`src/rtl/traffic_light_fsm_if.sv`:
```
// Link between the light sequencer and the time-parameter store.
// The sequencer drives the parameter select; the store answers one cycle later.
interface traffic_light_fsm_if;
   logic [1:0] selector;
   logic [3:0] t_value;

   modport master (output selector, input t_value);
   modport slave  (input selector, output t_value);
endinterface

```
`src/rtl/traffic_light_fsm.sv`:
```
// Main/side intersection sequencer.
// Each light state selects a time parameter, waits for the store's registered
// answer, loads it into a 4-bit down-counter and steps on the 1 Hz tick.
//
// state     | meaning
// ----------+---------------------------------------------------------
// MAIN_GRN1 | main green, base time; side sensor sampled at expiry
// MAIN_GRN2 | main green, extended time if side traffic was seen
// MAIN_YEL  | main yellow; serves a pending walk next if there is one
// WALK      | both red, walk lamp lit
// SIDE_GRN  | side green, base time; sensor decides on extension
// SIDE_EXT  | side green, extension time
// SIDE_YEL  | side yellow, then back to main green
//
// phase     | meaning
// ----------+---------------------------------------------------------
// PH_SEL    | selector just registered, store is sampling it
// PH_LOAD   | t_value valid, timer loads at the end of this cycle
// PH_RUN    | timer counts down on one_hz_enable
module traffic_light_fsm (
   input  logic                       clk,
   input  logic                       reset,
   input  logic                       one_hz_enable,
   input  logic                       sensor,
   input  logic                       walk_request,
   input  logic                       reprogram,
   traffic_light_fsm_if.master        store,
   output logic [2:0]                 main_lights,
   output logic [2:0]                 side_lights,
   output logic                       walk_light,
   output logic [2:0]                 state_out
);

   localparam logic [1:0] BASE_SELECT = 2'b00;
   localparam logic [1:0] EXT_SELECT  = 2'b01;
   localparam logic [1:0] YEL_SELECT  = 2'b10;

   localparam logic [2:0] LT_RED = 3'b100;
   localparam logic [2:0] LT_YEL = 3'b010;
   localparam logic [2:0] LT_GRN = 3'b001;

   typedef enum logic [2:0] {
      MAIN_GRN1 = 3'd0,
      MAIN_GRN2 = 3'd1,
      MAIN_YEL  = 3'd2,
      WALK      = 3'd3,
      SIDE_GRN  = 3'd4,
      SIDE_EXT  = 3'd5,
      SIDE_YEL  = 3'd6
   } state_e;

   typedef enum logic [1:0] {
      PH_SEL  = 2'd0,
      PH_LOAD = 2'd1,
      PH_RUN  = 2'd2
   } phase_e;

   state_e      state_q, state_d;
   phase_e      phase_q, phase_d;
   logic [3:0]  timer_q, timer_d;
   logic        ext_flag_q, ext_flag_d;
   logic        walk_pending_q, walk_pending_d;
   logic [1:0]  selector_q, selector_d;
   logic [2:0]  main_q, main_d;
   logic [2:0]  side_q, side_d;
   logic        walk_q, walk_d;
   logic        enter;

   function automatic logic [1:0] sel_for(input state_e st, input logic ext);
      case (st)
         MAIN_GRN2:          sel_for = ext ? EXT_SELECT : BASE_SELECT;
         MAIN_YEL, SIDE_YEL: sel_for = YEL_SELECT;
         WALK, SIDE_EXT:     sel_for = EXT_SELECT;
         default:            sel_for = BASE_SELECT;
      endcase
   endfunction

   function automatic logic [2:0] main_for(input state_e st);
      case (st)
         MAIN_GRN1, MAIN_GRN2: main_for = LT_GRN;
         MAIN_YEL:             main_for = LT_YEL;
         default:              main_for = LT_RED;
      endcase
   endfunction

   function automatic logic [2:0] side_for(input state_e st);
      case (st)
         SIDE_GRN, SIDE_EXT: side_for = LT_GRN;
         SIDE_YEL:           side_for = LT_YEL;
         default:            side_for = LT_RED;
      endcase
   endfunction

   // Next-state, timer and output decode; outputs are recomputed only on state entry.
   always_comb begin
      state_d        = state_q;
      phase_d        = phase_q;
      timer_d        = timer_q;
      ext_flag_d     = ext_flag_q;
      walk_pending_d = walk_pending_q | walk_request;
      selector_d     = selector_q;
      main_d         = main_q;
      side_d         = side_q;
      walk_d         = walk_q;
      enter          = 1'b0;

      if (reprogram) begin
         state_d    = MAIN_GRN1;
         ext_flag_d = 1'b0;
         enter      = 1'b1;
      end else begin
         case (phase_q)
            PH_SEL:  phase_d = PH_LOAD;
            PH_LOAD: begin
               phase_d = PH_RUN;
               // A zero time would never expire; run it as one tick instead.
               timer_d = (store.t_value == 4'd0) ? 4'd1 : store.t_value;
            end
            PH_RUN: begin
               if (one_hz_enable) begin
                  if (timer_q == 4'd1) begin
                     enter = 1'b1;
                     case (state_q)
                        MAIN_GRN1: begin
                           state_d    = MAIN_GRN2;
                           ext_flag_d = sensor;
                        end
                        MAIN_GRN2: state_d = MAIN_YEL;
                        MAIN_YEL:  state_d = walk_pending_q ? WALK : SIDE_GRN;
                        WALK:      state_d = SIDE_GRN;
                        SIDE_GRN:  state_d = sensor ? SIDE_EXT : SIDE_YEL;
                        SIDE_EXT:  state_d = SIDE_YEL;
                        SIDE_YEL:  state_d = MAIN_GRN1;
                        default:   state_d = MAIN_GRN1;
                     endcase
                  end else if (timer_q != 4'd0) begin
                     timer_d = timer_q - 4'd1;
                  end
               end
            end
            default: phase_d = PH_SEL;
         endcase
      end

      if (enter) begin
         phase_d    = PH_SEL;
         timer_d    = 4'd0;
         selector_d = sel_for(state_d, ext_flag_d);
         main_d     = main_for(state_d);
         side_d     = side_for(state_d);
         walk_d     = (state_d == WALK);
         // A request arriving on the entry edge is kept for a later cycle.
         if (state_d == WALK) walk_pending_d = walk_request;
      end
   end

   // Sequencer state and registered light/select outputs.
   always_ff @(posedge clk or negedge reset) begin
      if (!reset) begin
         state_q        <= MAIN_GRN1;
         phase_q        <= PH_SEL;
         timer_q        <= 4'd0;
         ext_flag_q     <= 1'b0;
         walk_pending_q <= 1'b0;
         selector_q     <= BASE_SELECT;
         main_q         <= LT_GRN;
         side_q         <= LT_RED;
         walk_q         <= 1'b0;
      end else begin
         state_q        <= state_d;
         phase_q        <= phase_d;
         timer_q        <= timer_d;
         ext_flag_q     <= ext_flag_d;
         walk_pending_q <= walk_pending_d;
         selector_q     <= selector_d;
         main_q         <= main_d;
         side_q         <= side_d;
         walk_q         <= walk_d;
      end
   end

   assign store.selector = selector_q;
   assign main_lights    = main_q;
   assign side_lights    = side_q;
   assign walk_light     = walk_q;
   assign state_out      = state_q;

endmodule

```
`src/flat_wrapper.sv`:
```
// flat-port wrapper written by rule: the top's interface ports become plain ports
module traffic_light_fsm_flat 
  (clk, reset, one_hz_enable, sensor, walk_request, reprogram, main_lights, side_lights, walk_light, state_out, store_selector, store_t_value);
  traffic_light_fsm_if store_i ();
  input  logic clk;
  input  logic reset;
  input  logic one_hz_enable;
  input  logic sensor;
  input  logic walk_request;
  input  logic reprogram;
  output logic [2:0] main_lights;
  output logic [2:0] side_lights;
  output logic walk_light;
  output logic [2:0] state_out;
  output wire logic [$bits(store_i.selector)-1:0] store_selector;
  input wire logic [$bits(store_i.t_value)-1:0] store_t_value;
  assign store_selector = store_i.selector;
  assign store_i.t_value = store_t_value;
  traffic_light_fsm u_core (.clk(clk), .reset(reset), .one_hz_enable(one_hz_enable), .sensor(sensor), .walk_request(walk_request), .reprogram(reprogram), .store(store_i), .main_lights(main_lights), .side_lights(side_lights), .walk_light(walk_light), .state_out(state_out));
endmodule
```
`config.mk`:
```
export PLATFORM = sky130hd
export DESIGN_NAME = traffic_light_fsm_flat
export DESIGN_NICKNAME = d
export VERILOG_FILES = /design/src/rtl/traffic_light_fsm_if.sv /design/src/rtl/traffic_light_fsm.sv /design/src/flat_wrapper.sv
export SDC_FILE = /design/constraint.sdc
export NUM_CORES = 1
export LEC_CHECK = 0
export ABC_AREA = 1
export ABC_CLOCK_PERIOD_IN_PS = 2200
export BUFFER_PORTS_ARGS = -buffer_cell sky130_fd_sc_hd__buf_2
export CORE_AREA = 8 8 77 79
export CTS_CLUSTER_DIAMETER = 60
export CTS_CLUSTER_SIZE = 14
export DETAILED_ROUTE_END_ITERATION = 6
export DIE_AREA = 0 0 85 87
export GPL_TIMING_DRIVEN = 0
export PLACE_DENSITY = 0.4
export SYNTH_ARGS = -nofsm -noshare
export SYNTH_HDL_FRONTEND = slang
export SYNTH_SLANG_ARGS = --single-unit
```
`constraint.sdc`:
```
create_clock -name clk -period 2.2 [get_ports clk]
set_clock_uncertainty 0.2 [all_clocks]
set_input_delay 0.44 -clock clk [delete_from_list [all_inputs] [get_ports clk]]
set_output_delay 0.44 -clock clk [all_outputs]
set_load 0.02 [all_outputs]
```
==> Word-level counts from Yosys, hierarchy flattened <==
Index checks and enable logic that the tools add are counted.
{ "classes": {"n_eq_ne": 19, "reduce_logical": 12, "n_mux": 32, "n_addsub": 1, "bitwise_logic": 1} }
{ "ops": {"columns": ["operator", "n"], "rows": [
  ["4-bit 2-to-1 mux", 6],
  ["3-bit case mux with 6 select lines", 1],
  ["3-bit equality test (second input constant)", 5],
  ["3-bit 2-to-1 mux", 5],
  ["3-bit by 2-bit equality test with 1-bit output (second input constant)", 4],
  ["1-bit 2-to-1 mux", 12],
  ["2-bit case mux with 3 select lines", 2],
  ["3-bit case mux with 2 select lines", 2],
  ["4-bit case mux with 2 select lines", 1],
  ["2-bit OR reduction", 4],
  ["3-bit by 1-bit equality test with 1-bit output (second input constant)", 2],
  ["3-bit logical NOT", 2],
  ["2-bit 2-to-1 mux", 3],
  ["3-bit by 2-bit inequality test with 1-bit output (second input constant)", 2],
  ["5-bit AND reduction", 1],
  ["4-bit by 1-bit equality test with 1-bit output (second input constant)", 1],
  ["4-bit logical NOT", 1],
  ["2-bit by 1-bit inequality test with 1-bit output (second input constant)", 2],
  ["4-bit nonzero test", 1],
  ["4-bit by 1-bit subtractor with 4-bit output (second input constant)", 1],
  ["3-bit by 1-bit inequality test with 1-bit output (second input constant)", 1],
  ["3-bit nonzero test", 1],
  ["2-bit by 1-bit equality test with 1-bit output (second input constant)", 1],
  ["2-bit equality test (second input constant)", 1],
  ["3 further kinds", 3]
]} }
{ "word_totals": {"in_bits": 10, "reg_bits": 20, "elab_cells": 74} }

==> Logic depth before layout (Yosys ltp) <==
Gate-level depths: netlist (run 1).
{ "depth": {"ltp_word": 9, "depth_mapped": 12, "mapped_depth_nobuf": 12} }

==> Worst setup path before layout (run 1) <==
No wires, ideal clock.
{ "synth_timing": {"kind": "reg2reg", "start": "register u_core.phase_q[0]", "end": "register u_core.walk_pending_q", "required_ps": 1884, "stages_incl_launch_ff": 12, "setup_ps": 116, "arrival_ps": 1389, "setup_slack_ps": 494, "n_path_buf": 0, "path_cell_list": "dfrtp_1 > inv_1 > ha_1 > nand2_1 > nor2_2 > nand2_2 > nor2_2 > nand2_2 > nand2_4 > nand3_1 > nand2_1 > nand2_1"} }
{ "synth_between": {"elab_chain_len": 6} }
{ "synth_lines": {"columns": ["item", "line", "text"], "rows": [
  ["from (decl)", "traffic_light_fsm.sv:59", "phase_e phase_q, phase_d;"],
  ["from (signal assigned)", "traffic_light_fsm.sv:171", "phase_q <= phase_d;"],
  ["2-bit equality test", "traffic_light_fsm.sv:112", "case (phase_q)"],
  ["3-bit 2-to-1 mux", "traffic_light_fsm.sv:112", null],
  ["3-bit 2-to-1 mux", "traffic_light_fsm.sv:107", "if (reprogram) begin"],
  ["net u_core.state_d[1]", "traffic_light_fsm.sv:58", "state_e state_q, state_d;"],
  ["3-bit by 2-bit equality test with 1-bit output", "traffic_light_fsm.sv:153", "if (state_d == WALK) walk_pending_d = walk_request;"],
  ["1-bit 2-to-1 mux", "traffic_light_fsm.sv:153", null],
  ["1-bit 2-to-1 mux", "traffic_light_fsm.sv:145", "if (enter) begin"],
  ["net u_core.walk_pending_d", "traffic_light_fsm.sv:62", "logic walk_pending_q, walk_pending_d;"],
  ["to (signal assigned)", "traffic_light_fsm.sv:174", "walk_pending_q <= walk_pending_d;"],
  ["to (decl)", "traffic_light_fsm.sv:62", null]
]} }
The timed path passes the listed nets, and every way through them passes these cells.
A chain may end at the register's enable or synchronous reset.

==> Final worst setup path (run 1) <==
{ "layout_timing": {"start": "register u_core.phase_q[0]", "end": "register u_core.main_q[1] (netlist: u_core.main_lights[1])"} }
{ "layout_between": {"elab_chain_len": 6} }
{ "layout_lines": {"columns": ["item", "line", "text"], "rows": [
  ["2-bit equality test (*)", "traffic_light_fsm.sv:112", null],
  ["3-bit 2-to-1 mux", "traffic_light_fsm.sv:112", null],
  ["3-bit 2-to-1 mux", "traffic_light_fsm.sv:107", null],
  ["3-bit by 1-bit equality test with 1-bit output or 3-bit logical NOT (tied branches)", "traffic_light_fsm.sv:79", "case (st)"],
  ["2-bit OR reduction", "traffic_light_fsm.sv:79", null],
  ["3-bit case mux with 2 select lines", "traffic_light_fsm.sv:79", null],
  ["to (signal assigned)", "traffic_light_fsm.sv:176", "main_q <= main_d;"],
  ["to (decl)", "traffic_light_fsm.sv:64", "logic [2:0] main_q, main_d;"]
]} }
Mark *: on every way between the ends. The rest lies on a longest branch, timed or not.

==> results of run 1 <==
==> routing by layer <==
layer,up-vias,GRT usage (%),wire (um)
li1,516,-,-
met1,451,9.31,1210
met2,26,13.9,1350
met3,6,2.55,176
met4,0,3.40,50
met5,-,0,0
==> how the worst max path moves through the flow <==
stage	end	from	slack, ns
floorplan	u_core.walk_pending_q	u_core.phase_q[0]	0.49
global placement	u_core.walk_pending_q	u_core.phase_q[0]	0.28
detailed placement	u_core.walk_pending_q	u_core.phase_q[0]	0.23
CTS	u_core.main_lights[1]	u_core.phase_q[0]	0.21
global route	u_core.walk_pending_q	u_core.phase_q[0]	0.07
finish	u_core.main_lights[1]	u_core.phase_q[0]	0.22
==> registers in the layout, indices dropped and copies added, names as in the netlist <==
signal / count
u_core.timer_q: 4
u_core.main_lights: 3
u_core.side_lights: 3
u_core.state_out: 3
u_core.phase_q: 2
u_core.store.selector: 2
u_core.ext_flag_q: 1
u_core.walk_light: 1
u_core.walk_pending_q: 1
==> final cells by class <==
class	instances	area share, %
buffer	1	0.540
sequential	20	36.2
multi-input combinational	106	40.1
timing repair buffer	22	8.28
clock buffer	4	3.96
inverter	22	5.94
tap	56	5.04
==> tightest hold or removal path: stages <==
cell and delay, ns:
buf_2 0.07, inv_1 0.03, nand2_1 0.05
==> stage by stage <==
stage / hold WS [ns] / instance area [um^2] / util (%) / std cells
4_1_cts: 0.150 / 1390 / 28.7 / 231
2_1_floorplan: -0.0556 / 1150 / - / 149
6_report: 0.156 / 1390 / 28.7 / 231
3_5_place_dp: 0.234 / 1330 / 27.3 / 226
3_3_place_gp: 0.219 / 1330 / 27.3 / 226
5_1_grt: 0.167 / 1390 / 28.7 / 231
==> cell families after synthesis <==
| group | after synthesis | share of synthesized area, % |
|---|---|---|
| AOI/OAI and AO/OA | 17 | 7.73 |
| and+or+nand+nor | 84 | 35.3 |
| adders and majority gates | 5 | 5.44 |
| DFF | 20 | 43.7 |
| buffers and inverters | 23 | 7.83 |
==> power groups by stage <==
stage                     Combinational, mW  Sequential, mW  Clock (mW)
after CTS                             0.215           0.423       0.298
after detailed placement              0.212           0.430           0
final                                 0.210           0.423       0.285
after global routing                  0.242           0.428       0.312
after floorplan                       0.145           0.431           0
after global placement                0.207           0.428           0
==> repair_timing <==
action,in CTS,in global routing
hold buffers,1,0
endpoints found under the hold margin,18,0
endpoints found under the setup margin,0,0
resized for setup,0,0
==> Yosys cell counts <==
library cell	number	share of area (%)
nor2_4	2	2.0
dfstp_2	2	4.6
dfrtp_1	18	39
a21o_1	1	0.65
o21ai_0	12	5.2
o22ai_1	1	0.54
nor2_1	9	2.9
inv_1	19	6.2
nor2_2	4	2.2
nand2_1	43	14
nand3_1	11	4.8
nand3_2	1	0.87
a21oi_1	2	0.87
nor3_2	1	0.87
nand2_4	2	2.0
o21ai_1	1	0.43
nor3_1	3	1.3
inv_2	3	0.98
buf_4	1	0.65
ha_1	5	5.4
nand2_2	8	4.4
==> metrics.txt, run 1 <==
port bufs 21; clock sink count 20; Top delay family on crit path simple AND/OR/NAND/NOR gates; area of the multi-input gates ~560 um^2; die height around 87 um; Hold Path Cell Cnt 3; commonest non-fill, non-tap cell in the layout nand2_1; most frequent cells in the layout nand2_1 (43), buf_2 (21), inv_1 (19); CP max-delay cell dfrtp_1; IO Count 22; P per Cell Area roughly 660 mW/mm^2; Worst Hold Class input port to flop; slew at the pin with the worst max-slew slack 0.478 ns; NumNets Final 191; Mapped Avg Cell Area just under 8 um^2; CTS tree yes; Synthesized Nets about 160; Sw Pwr between 0.2 and 0.3 mW; Layout Area Growth over Synthesis 20.9%; row count 26; Setup-failing EPs final 0; clk buf depth 2; fin crit share around nine tenths; TritonCTS Buffers 3; Final Critical Period around 2.0 ns; routability congestion estimate roughly 0.7; Die Area between 0.007 and 0.008 mm^2; Max H-tree Level 1; Remaining DRCs 0; Gate power share between 20% and 30%; Initial Util 23.7%; Arrival @ worst endpoint between 1.5 and 2 ns; Reg power frac 46.1%; antenna-violating nets left 0; DR vias/cell about 4.3; final setup margin 0.225 ns; WHS Endpoint u_core.walk_pending_q; total power 0.917 mW; grt ovf 0; library cells used by synthesis 21; Worst-Skew Late Latency 0.26 ns; Syn. warnings 0; Fill cells ~540; flops & latches, synth 20; Worst Path Max Fanout 8; Seq/Total Area, Yosys ~44%; initial antenna violation count 0; cell internal pwr around 0.63 mW; Setup Fix Bufs, Post-CTS 0; global-route wire length before repair between 4000 and 5000 um; setup TNS 0 ns; Peak VDD IR between 0.0002 and 0.0003 V; HPWL Detailed between 2000 and 2500 um; die width 85 um; DR WL/cell roughly 12 um; vias in the first global route 1059; RSZ-0062 raised after global routing false; wirelength, routed roughly 2800 um; R2R setup slack 0.22 ns; max cap viols 0; reg2reg start u_core.phase_q[0]; DR vias 999; Worst Setup End Kind flop; CTS clk-pin slew, worst paths around 0.07 ns; router iterations before antenna repair 4; # diodes 0; CP dominant cell by count nand2_1; final-report max-slew violation count 0; largest net degree at the start of global routing 21; R2R cell count 10; stages on the worst setup path 10; worst slew margin relative to its limit 68.2%; mapped cell area ~0.0011 mm^2; share of total power in the clock network roughly 31%; CTS root buffer clkbuf_8; worst path bufs/invs 1; outcome completed; Setup Crit Path Kind flop to flop; fmax between 500 and 600 MHz; leakage roughly 0.75 nW; peak per-stage delay on the critical path 0.40 ns; Hold Startpoint walk_request; initial DRC count 51; synthesized instance count roughly 150; Hold Fails Final Rpt 0; CP required 2.20 ns; cells along the critical path inv_1, ha_1, nand2_1, nor2_2, nand2_2, nor2_2, nand2_2, nor3_2, nand2_1, nand2_1; CP startpoint kind flop; FF-to-FF End u_core.main_lights[1]; Setup WS pre-CTS 0.229 ns; layout cell share with drive strength beyond 1 28.0%; register area roughly 500 um^2; Overall Global Routing Usage 8.20%; core area 0.00485 mm^2; Sw Share 31.1%
(Power assumes the default switching activity.)
==> run 2, diff against run 1 <==
--- a/config.mk
+++ b/config.mk
@@ -5,14 +5,13 @@
 export SDC_FILE = /design/constraint.sdc
 export NUM_CORES = 1
 export LEC_CHECK = 0
-export ABC_AREA = 1
 export ABC_CLOCK_PERIOD_IN_PS = 2200
 export BUFFER_PORTS_ARGS = -buffer_cell sky130_fd_sc_hd__buf_2
-export CORE_AREA = 8 8 77 79
+export CORE_AREA = 8 8 75 77
 export CTS_CLUSTER_DIAMETER = 60
 export CTS_CLUSTER_SIZE = 14
 export DETAILED_ROUTE_END_ITERATION = 6
-export DIE_AREA = 0 0 85 87
+export DIE_AREA = 0 0 83 85
 export GPL_TIMING_DRIVEN = 0
 export PLACE_DENSITY = 0.4
 export SYNTH_ARGS = -nofsm -noshare
==> metrics.txt, run 2 <==
outcome completed; Layout Area Growth over Synthesis 29.6%; Max H-tree Level 1; clock sink count 20; EDFF count, synth 0; P per Cell Area between 600 and 700 mW/mm^2; wirelength, routed 2780 um; layout cell share with drive strength beyond 1 31.1%; share of total power in the clock network about a third; clk buf depth 2; DR vias/cell 4.76; compound-gate portion of the synthesized area between 10% and 20%; CP startpoint kind flop; CP required ~2.1 ns; R2R setup slack about 0.13 ns; DR WL/cell between 10 and 15 um; largest net degree at the start of global routing 21; fmax 483 MHz; Peak VDD IR about 0.00018 V; Top reg by flops u_core.timer_q; cells along the critical path inv_2, ha_4, nand3_4, nor3_4, buf_4, a31oi_2, or2_4, inv_2, o21ai_0; CTS root buffer clkbuf_8; leading post-synthesis cells by instance count dfrtp_1 (18), nor2_1 (16), nand2_1 (13); fin crit share 94.0%; post-synthesis mux area share 2.76%; final-report max-slew violation count 0; reg2reg start u_core.phase_q[0]; Synth Area in Adders roughly 5.8%; Top delay family on crit path simple AND/OR/NAND/NOR gates; Mapped Avg Cell Area about 9 um^2; CTS tree yes; IO Count 22; # diodes 0; Sw Share around 30%; NumNets Final approximately 160; Area contributors post-synth dfrtp_1 (41%), ha_1 (5.8%), nor2_1 (5.5%); asr flop ratio synth 100%; DR vias a little under 1000; most frequent cells in the layout buf_2 (23), dfrtp_1 (18), nor2_1 (16); Remaining DRCs 0; global-route wire length before repair between 4000 and 5000 um; stages on the worst setup path 9; leakage around 0.62 nW; die width between 80 and 90 um; Setup-failing EPs final 0; Reg power frac between 40% and 50%; Overall Global Routing Usage around 8.3%; Synthesized Nets between 100 and 150; Seq/Total Area, Yosys 46.3%; Worst-Skew Late Latency approximately 0.26 ns; initial DRC count 40; R2R cell count 9; row count 25; Final Critical Period between 2 and 2.5 ns; count leader, synth dfrtp_1; Syn. warnings 0; worst slew margin relative to its limit 65.4%; port bufs 21; post-synth top area cell dfrtp_1; core area 0.00454 mm^2; Gate power share 21.4%; peak per-stage delay on the critical path approximately 0.41 ns; HPWL Detailed around 2000 um; mapped cell area approximately 0.0011 mm^2; fin util ~31%; antenna-violating nets left 0; commonest non-fill, non-tap cell in the layout buf_2; max cap viols 0; Sw Pwr roughly 0.27 mW; RSZ-0062 raised after global routing false; initial antenna violation count 0; synthesized instance count about 120; Critical Path End u_core.main_lights[1]; total power 0.897 mW; critical path startpoint u_core.phase_q[0]; flops & latches, synth 20; library cells used by synthesis 34; Arrival @ worst endpoint around 2 ns; die height about 85 um; FF-to-FF End u_core.main_lights[1]; Initial Util 23.9%; cell internal pwr ~0.63 mW; grt ovf 0; CP max-delay cell dfrtp_1; worst path bufs/invs 3; TritonCTS Buffers 3; CTS clk-pin slew, worst paths about 0.080 ns; Worst Setup End Kind flop; Synth Flop Type dfrtp_1; vias in the first global route approximately 1100; largest family of logic cells by synthesized area simple AND/OR/NAND/NOR gates; routability congestion estimate between 0.7 and 0.8; Worst Path Max Fanout 6; Setup Crit Path Kind flop to flop; Worst Hold Class input port to flop; XOR/XNOR Fraction of Synth Area 0%; Synth top area share approximately two fifths; Die Area 0.00706 mm^2; router iterations before antenna repair 4; CP dominant cell by count inv_2; Hold Fails Final Rpt 0; post-synthesis simple-gate area fraction between 20 and 25%; slew at the pin with the worst max-slew slack approximately 0.52 ns; Largest register FFs 4
run 2: cells by family (layout without fill, tap and decap cells):
kind of cell / Yosys count / count (layout)
compound gates: 31 / 31
fa+ha+maj: 5 / 5
flops: 20 / 20
buf+inv: 13 / 42
simple gates: 47 / 47
mux: 3 / 3
run 2: how the worst min path moves through the flow:
stage | start | endpoint | slack, ns | depth (start not counted)
6_report | walk_request | u_core.walk_pending_q | 0.15 | 2
5_1_grt | walk_request | u_core.walk_pending_q | 0.17 | 2
4_1_cts | walk_request | u_core.walk_pending_q | 0.15 | 2
3_5_place_dp | reset | u_core.store.selector[1] | 0.23 | 1
3_3_place_gp | reset | u_core.store.selector[1] | 0.21 | 1
2_1_floorplan | reset | u_core.ext_flag_q | -0.06 | 0
run 2: cell type report:
| class | count | area (um^2) |
|---|---|---|
| Multi-Input combinational cell | 86 | 593 |
| Buffer | 4 | 17.5 |
| Sequential cell | 20 | 503 |
| Timing Repair Buffer | 25 | 138 |
| Tap cell | 54 | 67.6 |
| Clock buffer | 4 | 55.1 |
| Inverter | 9 | 33.8 |
| Fill cell | 475 | 3130 |
run 2: stage by stage:
step                worst slack, ns  cell area [um^2]  hold slack [ns]  cells  TNS [ns]
floorplan                     0.180              1090          -0.0556    119         0
global placement            -0.0653              1260            0.214    194    -0.213
detailed placement           -0.107              1260            0.229    194    -0.352
CTS                          0.0271              1340            0.146    199         0
global route                 0.0202              1410            0.168    202         0
finish                        0.132              1410            0.148    202         0
run 2: worst register-to-register path, stage by stage (launching register included):
cell and delay (ns):
dfrtp_1 0.41, inv_2 0.09, ha_4 0.18, nand3_4 0.10, nor3_4 0.22, buf_4 0.17, a31oi_2 0.09, or2_4 0.30
inv_2 0.09, o21ai_0 0.09
run 2: power by group through the flow:
stage               registers (mW)  clock network, mW  logic (mW)
floorplan                    0.421                  0       0.120
global placement             0.421                  0       0.170
detailed placement           0.422                  0       0.173
CTS                          0.417              0.299       0.179
global route                 0.425              0.312       0.217
finish                       0.421              0.284       0.192
run 2: layer usage:
metal	track usage [%]	routed length, um	vias up
met2	14.6	1320	19
met4	2.88	27	0
met5	0	0	-
met1	9.17	1310	464
li1	-	-	475
met3	2.49	126	4
run 2: what timing repair did:
action / CTS / global route
cloned: 0 / 0
buffers inserted: 0 / 3
pin swaps: 0 / 3
resized for setup: 4 / 9
endpoints found under the hold margin: 18 / 0
endpoints found under the setup margin: 9 / 9
hold buffers: 1 / 0
==> run 3, diff against run 2 <==
--- a/config.mk
+++ b/config.mk
@@ -6,14 +6,14 @@
 export NUM_CORES = 1
 export LEC_CHECK = 0
 export ABC_CLOCK_PERIOD_IN_PS = 2200
-export BUFFER_PORTS_ARGS = -buffer_cell sky130_fd_sc_hd__buf_2
 export CORE_AREA = 8 8 75 77
 export CTS_CLUSTER_DIAMETER = 60
 export CTS_CLUSTER_SIZE = 14
 export DETAILED_ROUTE_END_ITERATION = 6
 export DIE_AREA = 0 0 83 85
+export DONT_BUFFER_PORTS = 1
 export GPL_TIMING_DRIVEN = 0
-export PLACE_DENSITY = 0.4
+export PLACE_DENSITY = 0.36
 export SYNTH_ARGS = -nofsm -noshare
 export SYNTH_HDL_FRONTEND = slang
 export SYNTH_SLANG_ARGS = --single-unit
==> metrics.txt, run 3 (synthesized netlist as in run 2, its figures left out) <==
outcome completed; share of total power in the clock network a little under two fifths; final-report max-slew violation count 0; P per Cell Area 745 mW/mm^2; CP startpoint kind flop; Setup Crit Path Kind flop to flop; port bufs 0; Layout Area Growth over Synthesis 18.8%; Peak VDD IR 0.000216 V; max cap viols 0; layout cell share with drive strength beyond 1 a little under a fifth; largest net degree at the start of global routing 21; CTS tree yes; IO Count 22; TritonCTS Buffers 3; global-route wire length before repair ~4500 um; Initial Util 23.9%; die width approximately 83 um; row count 25; HPWL Detailed between 2000 and 2500 um; fin crit share between 90% and 100%; Arrival @ worst endpoint between 2 and 2.5 ns; DR WL/cell approximately 15 um; Worst-Skew Late Latency approximately 0.26 ns; commonest non-fill, non-tap cell in the layout dfrtp_1; # diodes 0; initial DRC count 35; Final Critical Period ~2.1 ns; Sw Pwr about 0.26 mW; core area 0.00454 mm^2; CP required between 2 and 2.5 ns; setup TNS 0 ns; grt ovf 0; clk buf depth 2; DR vias/cell approximately 4.8; Worst Setup End Kind flop; CTS clk-pin slew, worst paths ~0.080 ns; Min Hold Slack 0.0698 ns; NumNets Final between 100 and 150; worst path bufs/invs 1; cells along the critical path inv_1, o211a_1, or2_1, or3_4, a21o_1; vias in the first global route 884; Fill cells 483; clock sink count 20; Die Area ~0.0071 mm^2; initial antenna violation count 0; antenna-violating nets left 0; Top reg by flops u_core.timer_q; routability congestion estimate slightly above 0.7; CP max-delay cell dfrtp_1; most frequent cells in the layout dfrtp_1 (17), nor2_1 (16), nand2_1 (13); Overall Global Routing Usage slightly below 8%; Remaining DRCs 0; CTS root buffer clkbuf_8; Reg power frac between 40% and 50%; Top delay family on crit path simple AND/OR/NAND/NOR gates; router iterations before antenna repair 4; cell internal pwr between 0.7 and 0.8 mW; leakage between 0.5 and 0.6 nW; Largest register FFs 4; fmax 472 MHz; Worst Hold Class input port to flop; slew at the pin with the worst max-slew slack roughly 0.9 ns; DR vias around 870; Hold Fails Final Rpt 0; Gate power share roughly 17%; wirelength, routed 2770 um; Setup-failing EPs final 0; Max H-tree Level 1; die height 85 um; Sw Share between 20% and 30%; peak per-stage delay on the critical path about 0.60 ns; Worst Path Max Fanout 7; worst slew margin relative to its limit a little under 40%
run 3: power groups by stage:
| stage | Combinational, mW | Sequential [mW] | Clock, mW |
|---|---|---|---|
| after floorplan | 0.120 | 0.421 | 0 |
| after global placement | 0.145 | 0.427 | 0 |
| after detailed placement | 0.149 | 0.429 | 0 |
| after CTS | 0.162 | 0.423 | 0.384 |
| after global routing | 0.190 | 0.429 | 0.398 |
| final | 0.167 | 0.425 | 0.369 |
run 3: timing repair:
item	in CTS	in global routing
pin swaps	0	2
hold buffers	1	0
resized for setup	3	6
hold endpoints to repair	20	0
setup endpoints to repair	10	9
buffers inserted	0	3
run 3: final cells by class:
type                            count  area, um^2  share of cell area, %
Multi-Input combinational cell     86         564                   43.7
Sequential cell                    20         504                   39.1
Tap cell                           54        67.6                   5.24
Clock buffer                        3        41.3                   3.20
Inverter                            9        33.8                   2.62
Timing Repair Buffer                4        32.5                   2.52
Clock inverter                      1        30.0                   2.33
Buffer                              3        16.3                   1.26
run 3: worst paths after layout:
| kind | start | to | slack (ns) | depth (start not counted) |
|---|---|---|---|---|
| setup / recovery | u_core.state_out[2] | u_core.walk_pending_q | 0.08 | 5 |
| hold / removal | walk_request | u_core.walk_pending_q | 0.07 | 1 |
| setup reg to reg | u_core.state_out[2] | u_core.walk_pending_q | 0.08 | 5 |
| hold reg to reg | u_core.main_lights[0] | u_core.main_lights[0] | 0.34 | 2 |
| max in group asynchronous | reset | u_core.state_out[1] | 0.64 | 1 |
| min in group asynchronous | reset | u_core.ext_flag_q | 0.55 | 1 |
run 3: routing by layer:
metal	share of wire, %	GRT usage [%]
met2	50	12.7
met4	0.58	2.88
met5	0	0
met1	43	9.20
met3	7.0	2.78
run 3: stage by stage:
| stage | worst slack, ns | cells | power (mW) | instance area (um^2) | util [%] |
|---|---|---|---|---|---|
| 6_report | 0.0800 | 180 | 0.961 | 1290 | 28.4 |
| 5_1_grt | -0.0274 | 180 | 1.02 | 1290 | 28.4 |
| 4_1_cts | 0.0151 | 178 | 0.969 | 1250 | 27.5 |
| 3_5_place_dp | -0.147 | 173 | 0.578 | 1150 | 25.4 |
| 3_3_place_gp | -0.0859 | 173 | 0.573 | 1150 | 25.4 |
| 2_1_floorplan | 0.180 | 119 | 0.541 | 1090 | - |
